File: src/rtl/instr_fetch.sv
`default_nettype none
// ============================================================================
//  Module   : instr_fetch
//  Purpose  : PC owner and ROM requester; buffers responses and hands {pc, instr} to decode.
//  Revision : 1.0  initial release
// ============================================================================
module instr_fetch #(
    parameter logic [31:0] PC_RESET   = 32'h0000_1000,
    parameter int          FIFO_DEPTH = 2
) (
    input  logic        clk,
    input  logic        rst,
    output logic [31:0] o_mem_addr,
    output logic        o_mem_ready,
    input  logic [31:0] i_mem_rdata,
    input  logic        i_mem_valid,
    output logic [31:0] o_if_pc,
    output logic [31:0] o_if_instr,
    output logic        o_if_valid,
    input  logic        i_id_ready,
    input  logic        i_redirect,
    input  logic [31:0] i_redirect_pc
);

    localparam int c_PTR_W = $clog2(FIFO_DEPTH);
    localparam int c_CNT_W = c_PTR_W + 1;
    localparam int c_OCC_W = c_CNT_W + 1;
    localparam logic [c_OCC_W-1:0] c_DEPTH_OCC = c_OCC_W'(FIFO_DEPTH);

    typedef enum logic [1:0] {
        S_IDLE  = 2'd0,
        S_RUN   = 2'd1,
        S_FLUSH = 2'd2
    } state_t;

    state_t             r_state;
    logic [31:0]        r_pc;
    logic [31:0]        r_req_pc;
    logic               r_inflight;

    logic [31:0]        r_fifo_pc    [FIFO_DEPTH];
    logic [31:0]        r_fifo_instr [FIFO_DEPTH];
    logic [c_PTR_W-1:0] r_rd_ptr;
    logic [c_PTR_W-1:0] r_wr_ptr;
    logic [c_CNT_W-1:0] r_count;

    logic [31:0]        w_target;
    logic [c_OCC_W-1:0] w_occ;
    logic               w_pop;
    logic               w_push;
    logic               w_credit;
    logic               w_req;

    assign w_target = i_redirect_pc & ~32'h0000_0003;

    // A redirect clears the FIFO, so a same-cycle pop must not also advance it.
    assign w_pop    = o_if_valid && i_id_ready && !i_redirect;
    assign w_push   = i_mem_valid && r_inflight && (r_state != S_FLUSH) && !i_redirect;

    // Outstanding request counts against space so a response always has a slot.
    assign w_occ    = c_OCC_W'(r_count) + c_OCC_W'(r_inflight) - c_OCC_W'(w_pop);
    assign w_credit = (w_occ < c_DEPTH_OCC);
    assign w_req    = (r_state == S_RUN) && w_credit && !i_redirect;

    assign o_mem_addr  = r_pc;
    assign o_mem_ready = w_req;
    assign o_if_valid  = (r_count != '0);
    assign o_if_pc     = r_fifo_pc[r_rd_ptr];
    assign o_if_instr  = r_fifo_instr[r_rd_ptr];

    always_ff @(posedge clk) begin
        if (rst) begin
            r_state    <= S_IDLE;
            r_pc       <= PC_RESET;
            r_req_pc   <= PC_RESET;
            r_inflight <= 1'b0;
        end else begin
            if (w_req) begin
                r_inflight <= 1'b1;
                r_req_pc   <= r_pc;
            end else if (i_mem_valid) begin
                r_inflight <= 1'b0;
            end

            case (r_state)
                S_IDLE: begin
                    r_state <= S_RUN;
                    if (i_redirect) begin
                        r_pc <= w_target;
                    end
                end
                S_RUN, S_FLUSH: begin
                    if (i_redirect) begin
                        r_pc    <= w_target;
                        r_state <= r_inflight ? S_FLUSH : S_RUN;
                    end else begin
                        r_state <= S_RUN;
                        if (w_req) begin
                            r_pc <= r_pc + 32'd4;
                        end
                    end
                end
                default: r_state <= S_IDLE;
            endcase
        end
    end

    always_ff @(posedge clk) begin
        if (rst) begin
            r_rd_ptr <= '0;
            r_wr_ptr <= '0;
            r_count  <= '0;
            for (int i = 0; i < FIFO_DEPTH; i++) begin
                r_fifo_pc[i]    <= 32'd0;
                r_fifo_instr[i] <= 32'd0;
            end
        end else if (i_redirect) begin
            r_rd_ptr <= '0;
            r_wr_ptr <= '0;
            r_count  <= '0;
        end else begin
            if (w_push) begin
                r_fifo_pc[r_wr_ptr]    <= r_req_pc;
                r_fifo_instr[r_wr_ptr] <= i_mem_rdata;
                r_wr_ptr               <= r_wr_ptr + c_PTR_W'(1);
            end
            if (w_pop) begin
                r_rd_ptr <= r_rd_ptr + c_PTR_W'(1);
            end
            case ({w_push, w_pop})
                2'b10:   r_count <= r_count + c_CNT_W'(1);
                2'b01:   r_count <= r_count - c_CNT_W'(1);
                default: r_count <= r_count;
            endcase
        end
    end

endmodule
`default_nettype wire

File: config.mk
export PLATFORM = sky130hd
export DESIGN_NAME = instr_fetch
export DESIGN_NICKNAME = d
export VERILOG_FILES = /design/src/rtl/instr_fetch.sv
export SDC_FILE = /design/constraint.sdc
export NUM_CORES = 1
export LEC_CHECK = 0
export CAP_MARGIN = 20
export CORE_ASPECT_RATIO = 0.9
export CORE_MARGIN = 2
export CORE_UTILIZATION = 32
export CTS_CLUSTER_DIAMETER = 60
export DETAILED_ROUTE_END_ITERATION = 8
export PLACE_DENSITY = 0.53
export SLEW_MARGIN = 20
export SYNTH_ARGS = -nofsm -noshare
export SYNTH_HDL_FRONTEND = slang
export SYNTH_SLANG_ARGS = --single-unit
File: constraint.sdc
create_clock -name clk -period 7.8 [get_ports clk]
set_clock_uncertainty 0.2 [all_clocks]
set_input_delay 1.56 -clock clk [delete_from_list [all_inputs] [get_ports clk]]
set_output_delay 1.56 -clock clk [all_outputs]
set_load 0.05 [all_outputs]
Word-level counts from Yosys, hierarchy flattened --
Memories as Yosys holds them, arrays and structs flattened. A register that Yosys moved wholly into a read port is not among the register bits. Cells that the tools add are included. W data, S select, Z words.
Cells by class: $add $sub $neg 7, multipliers 0, div/mod/pow operators 0, $lt $le $gt $ge 1, equal/unequal tests 7, shift-type cells 0, multiplexer cells 26, bitwise gates (word level) 0, reductions and logical operators 18
Operators by type and width (number):
- $mux W32 | 5
- $pmux W32 S2 | 1
- $reduce_or A32 Y1 | 2
- $add A32 B3 Y32 const B | 1
- $mux W1 | 16
- $pmux W2 S2 | 2
- $reduce_bool A2 Y1 | 4
- $logic_and A1 B1 Y1 | 7
- $eq A2 B1 Y1 const B | 2
- $eq A2 B2 Y1 const B | 2
- $mux W2 | 2
- $ne A2 B2 Y1 const B | 2
- $reduce_or A2 Y1 | 2
- $add A2 B1 Y3 | 1
- $lt A3 B2 Y1 const B | 1
- $ne A3 B3 Y1 const B | 1
- $reduce_and A3 Y1 | 1
- $sub A3 B1 Y3 | 1
- $add A1 B1 Y1 const B | 2
- $add A2 B1 Y2 const B | 1
- $logic_not A2 Y1 | 1
- $sub A2 B1 Y2 const B | 1
- $logic_not A1 Y1 | 1
Word-level totals: register bits 71, latch bits 0, RAM bits 128, ROM bits 0, input port bits 69, output and inout bits 98, logic and storage cells 68, memories kept 2
Memory list:
- r_fifo_instr | words 2, bits a word 32, read ports 1, clocked after memory_dff 1, wr ports 2, line 42 | logic [31:0] r_fifo_instr [FIFO_DEPTH];
- r_fifo_pc | words 2, bits a word 32, read ports 1, clocked after memory_dff 1, wr ports 2, line 41 | logic [31:0] r_fifo_pc [FIFO_DEPTH];

Depth between registers and ports, before layout --
depth in word-level cells 10, gate-level depth with buffers 13

Least setup slack after synthesis --
Ideal clock, no wire load.
path type input port to flip-flop, start in i_redirect, end mem r_fifo_instr[0][0] (enable), setup time 568 ps, arrival 6302 ps, data required time 7032 ps, path slack 730 ps, stages on the path 3, cell sequence and4bb_2 inv_1 o21ai_0
RTL lines:
- start: declaration | line 21 | input logic i_redirect,
- end: declaration | line 42

Worst setup path in the final report --
start in i_redirect, end out o_mem_ready
Between the ends: longest elaborated chain between the ends 6
RTL lines:
- $logic_not A1 Y1 | line 57 | assign w_pop = o_if_valid && i_id_ready && !i_redirect;
- $logic_and A1 B1 Y1 | line 57
- net w_pop | line 49 | logic w_pop;
- $sub A3 B1 Y3 | line 61 | assign w_occ = c_OCC_W'(r_count) + c_OCC_W'(r_inflight) - c_OCC_W'(w_pop);
- $lt A3 B2 Y1 | line 62 | assign w_credit = (w_occ < c_DEPTH_OCC);
- $logic_and A1 B1 Y1 (2 in series) | line 63 | assign w_req = (r_state == S_RUN) && w_credit && !i_redirect;
- end: declaration | line 14 | output logic o_mem_ready,
The timed path passes the listed nets, and every way through them passes these cells.

==> impl_results.md <==
* Slew HR at 36.8%
* DRT iter0 DRCs at 526
* Num rows at 58
* Distinct cell type count of the synthesized netlist at 59
* Final setup violation count at 0
* Post-CTS Hold Buffers at 0
* CP max FO at 32
* Placed cell areas at 10900 sq um
* Critical Path, Cell by Cell: clkdlybuf4s50_1 -> nor2_1 -> ha_1 -> nand2b_1 -> fa_1 -> xor2_1 -> or3_1 -> buf_4 -> inv_1 -> buf_4 -> buf_4
* Hold Fails Final Rpt at 0
* Mean Syn Cell Area at 11.1 sq um
* Worst-path clk slew at 70 ps
* Stages on worst setup path at 11
* Setup tns final at 0 ps
* Largest delay share family, worst path: buffers and inverters
* Crit path arrival time at 4700 ps
* Synth area leaders: edfxtp_1, dfxtp_1, and2_1
* CP Class: primary input to primary output
* R2R Setup Slk at 3790 ps
* Critical path launch point type: primary input
* Status: finished, final reports clean
* Post-synth EDFFs at 124
* Total of warnings raised by yosys at 0
* GRT Overall Usage at 15.0%
* Share of cells above drive strength 1 at 12.7%
* CP Launch Point: i_redirect
* Initial antenna violation count at 0
* Max-cap viol count at 0
* Most frequent cells in the layout: clkdlybuf4s50_1, and2_1, edfxtp_1
* Final ANT Viol Nets at 0
* Gpl congestion at 0.804
* Die width at 181 um
* First-pass DRT Iterations at 5
* Hold Crit Depth at 2
* Filler Cell Count at 2659
* Final period util at 82.8%
* RSZ-0062 raised after global routing: false
* Fmax at 155 MHz
* H-tree Lvls at 4
* Pin count of the biggest net entering global routing at 71
* Worst-margin pin slew at 948 ps
* CP Data Required Time at 6040 ps
* Post-synth top area share at 41.3%
* Final net count at 1018
* Worst setup margin at 1340 ps
* Wire length per cell at 17.0 um
* Root Driver: clkbuf_16
* Cells after Synth at 813
* Critical path buffers and inverters at 5
* Top_reg_cell synth: edfxtp_1
* Drt via density at 4.95
* Die area at 29500 sq um
* Final Max Slew Viols at 0
* Min-Delay Path Class: flip-flop to flip-flop
* Number of global-route vias before repair at 6066
* I/O Buffers at 160
* CP dominant cell by count: buf_4
* CTS-repair resized insts at 0
* Sequential element share of the synthesized area at 56.4%
* Power per cell area at 204 nW/um^2
* Worst skew pair latency at 430 ps
* Leading cell type in the layout, fill and taps excluded: clkdlybuf4s50_1
* CTS tree: done
* Hold path start: r_req_pc[18]
* Post-Layout Inst Area at 11500 sq um
* Io pins at 167
* Yosys top cell by area: edfxtp_1
* Clock Sinks at 192
* Grt ovf at 0
* Area delta synth->final at 27.1%
* Core ar. at 27800 sq um
* DRC violations left at 0
* Seq cells post-synth at 192
* Final WL at 22.3 mm
* First-pass GRT wire length at 34.5 mm
* Worst R2R Path Depth at 11
* Bufs on Longest Clock Path at 2
* Placement Setup Slack at 1320 ps
* Final Critical Period at 6460 ps
* Largest stage delay, worst path at 720 ps
* Die H at 163 um
* Setup Fix Bufs, Post-CTS at 0
* Slowest CP cell: clkdlybuf4s50_1
* CTS Buf Count at 17
* Post-Syn Area at 9010 sq um
* Max IR drop VDD at 155 uV
* Layout Utilization at 41.2%
* Ys async rst share at 0%
* Dpl hpwl at 14.0 mm
* Starting Density at 32.4%
* DR vias at 6507
* Total power at 2.34 mW
* Reg2reg start: r_count[0]
* Critical Path Sink Type: primary output
* Diode count at 0
* P_leak at 4.00 nW
## routing by layer
layer / global-route usage [%] / wire (um) / vias up
li1: - / - / 3195
met1: 22.6 / 11400 / 3056
met2: 21.5 / 9320 / 240
met3: 3.92 / 1400 / 16
met4: 2.75 / 112 / 0
met5: 0 / 0 / -
## cells by family after synthesis
family / count (synthesis) / synth area share (%)
compound gates: 118 / 8.43
buf+inv: 78 / 3.65
flops: 192 / 56.4
xor+xnor: 6 / 0.583
other cells: 1 / 0.0416
fa+ha+maj: 8 / 1.19
mux: 70 / 8.65
simple gates: 340 / 21.1
## area by class of cell
cell class / instances / area [sq um] / area share [%]
clock buffers: 19 / 433 / 3.78
well taps: 360 / 450 / 3.93
repair buffers: 171 / 1680 / 14.6
clock inverters: 13 / 115 / 1.00
flip-flops and latches: 192 / 5090 / 44.4
inverters: 13 / 48.8 / 0.426
multi-input cells: 546 / 3650 / 31.8
## path summary, 6_finish.rpt
kind / endpoint
worst max register to register: o_mem_addr[12]
worst min register to register: r_req_pc[18]
worst max-delay path: o_mem_ready
worst min-delay path: r_req_pc[18]
## power by group
| group | internal, mW | switching (mW) |
|---|---|---|
| registers | 1.12 | 0.0480 |
| clock network | 0.422 | 0.410 |
| logic | 0.123 | 0.212 |
## registers in the layout, summed over array words and instances (netlist names), named ones only
signal        count
r_fifo_instr     64
r_fifo_pc        60
o_mem_addr       30
r_req_pc         30
r_count           2
r_state           2
r_inflight        1
r_rd_ptr          1
r_wr_ptr          1
## worst register-to-register path, cell delays in order, from the launching register on
cell,delay [ps]
dfxtp_1,350
or2_2,320
nand2_1,120
nor2_1,70
ha_1,280
nand2b_1,150
fa_1,510
nand4bb_1,220
o22ai_2,810
buf_4,410
nand2_1,220
o32a_1,240
## synth_stat cells (2+ instances only)
library cell,instances
dfxtp_1,68
or2_2,4
nand4_1,13
or4_1,8
ha_1,7
o22ai_1,5
nor4_1,12
o21ai_0,16
a221oi_1,2
o31ai_1,3
clkbuf_1,50
a21oi_1,47
a22oi_1,3
o211ai_1,4
xnor2_1,3
a311oi_1,2
nand2_1,86
nand3_1,18
and2_1,137
nand4b_1,2
or3_1,6
o32ai_1,2
a211oi_1,5
and3_1,3
mux2_2,63
buf_2,7
o221ai_1,7
nor3b_1,3
and4_1,5
nand2b_1,3
o31a_1,2
inv_1,13
nor3_1,14
mux2i_1,7
edfxtp_1,124
a41oi_1,2
o2111ai_1,3
xor2_1,3
nor2_1,18
a31oi_1,5
buf_4,7
o311ai_0,4
## per-stage QoR
| step | cells | hold WS (ps) |
|---|---|---|
| CTS | 1314 | 263 |
| floorplan | 816 | 240 |
| finish | 1314 | 259 |
| global route | 1314 | 280 |
| detailed placement | 1282 | 254 |
| global placement | 1282 | 249 |
Power figures use the tool's default switching activity.
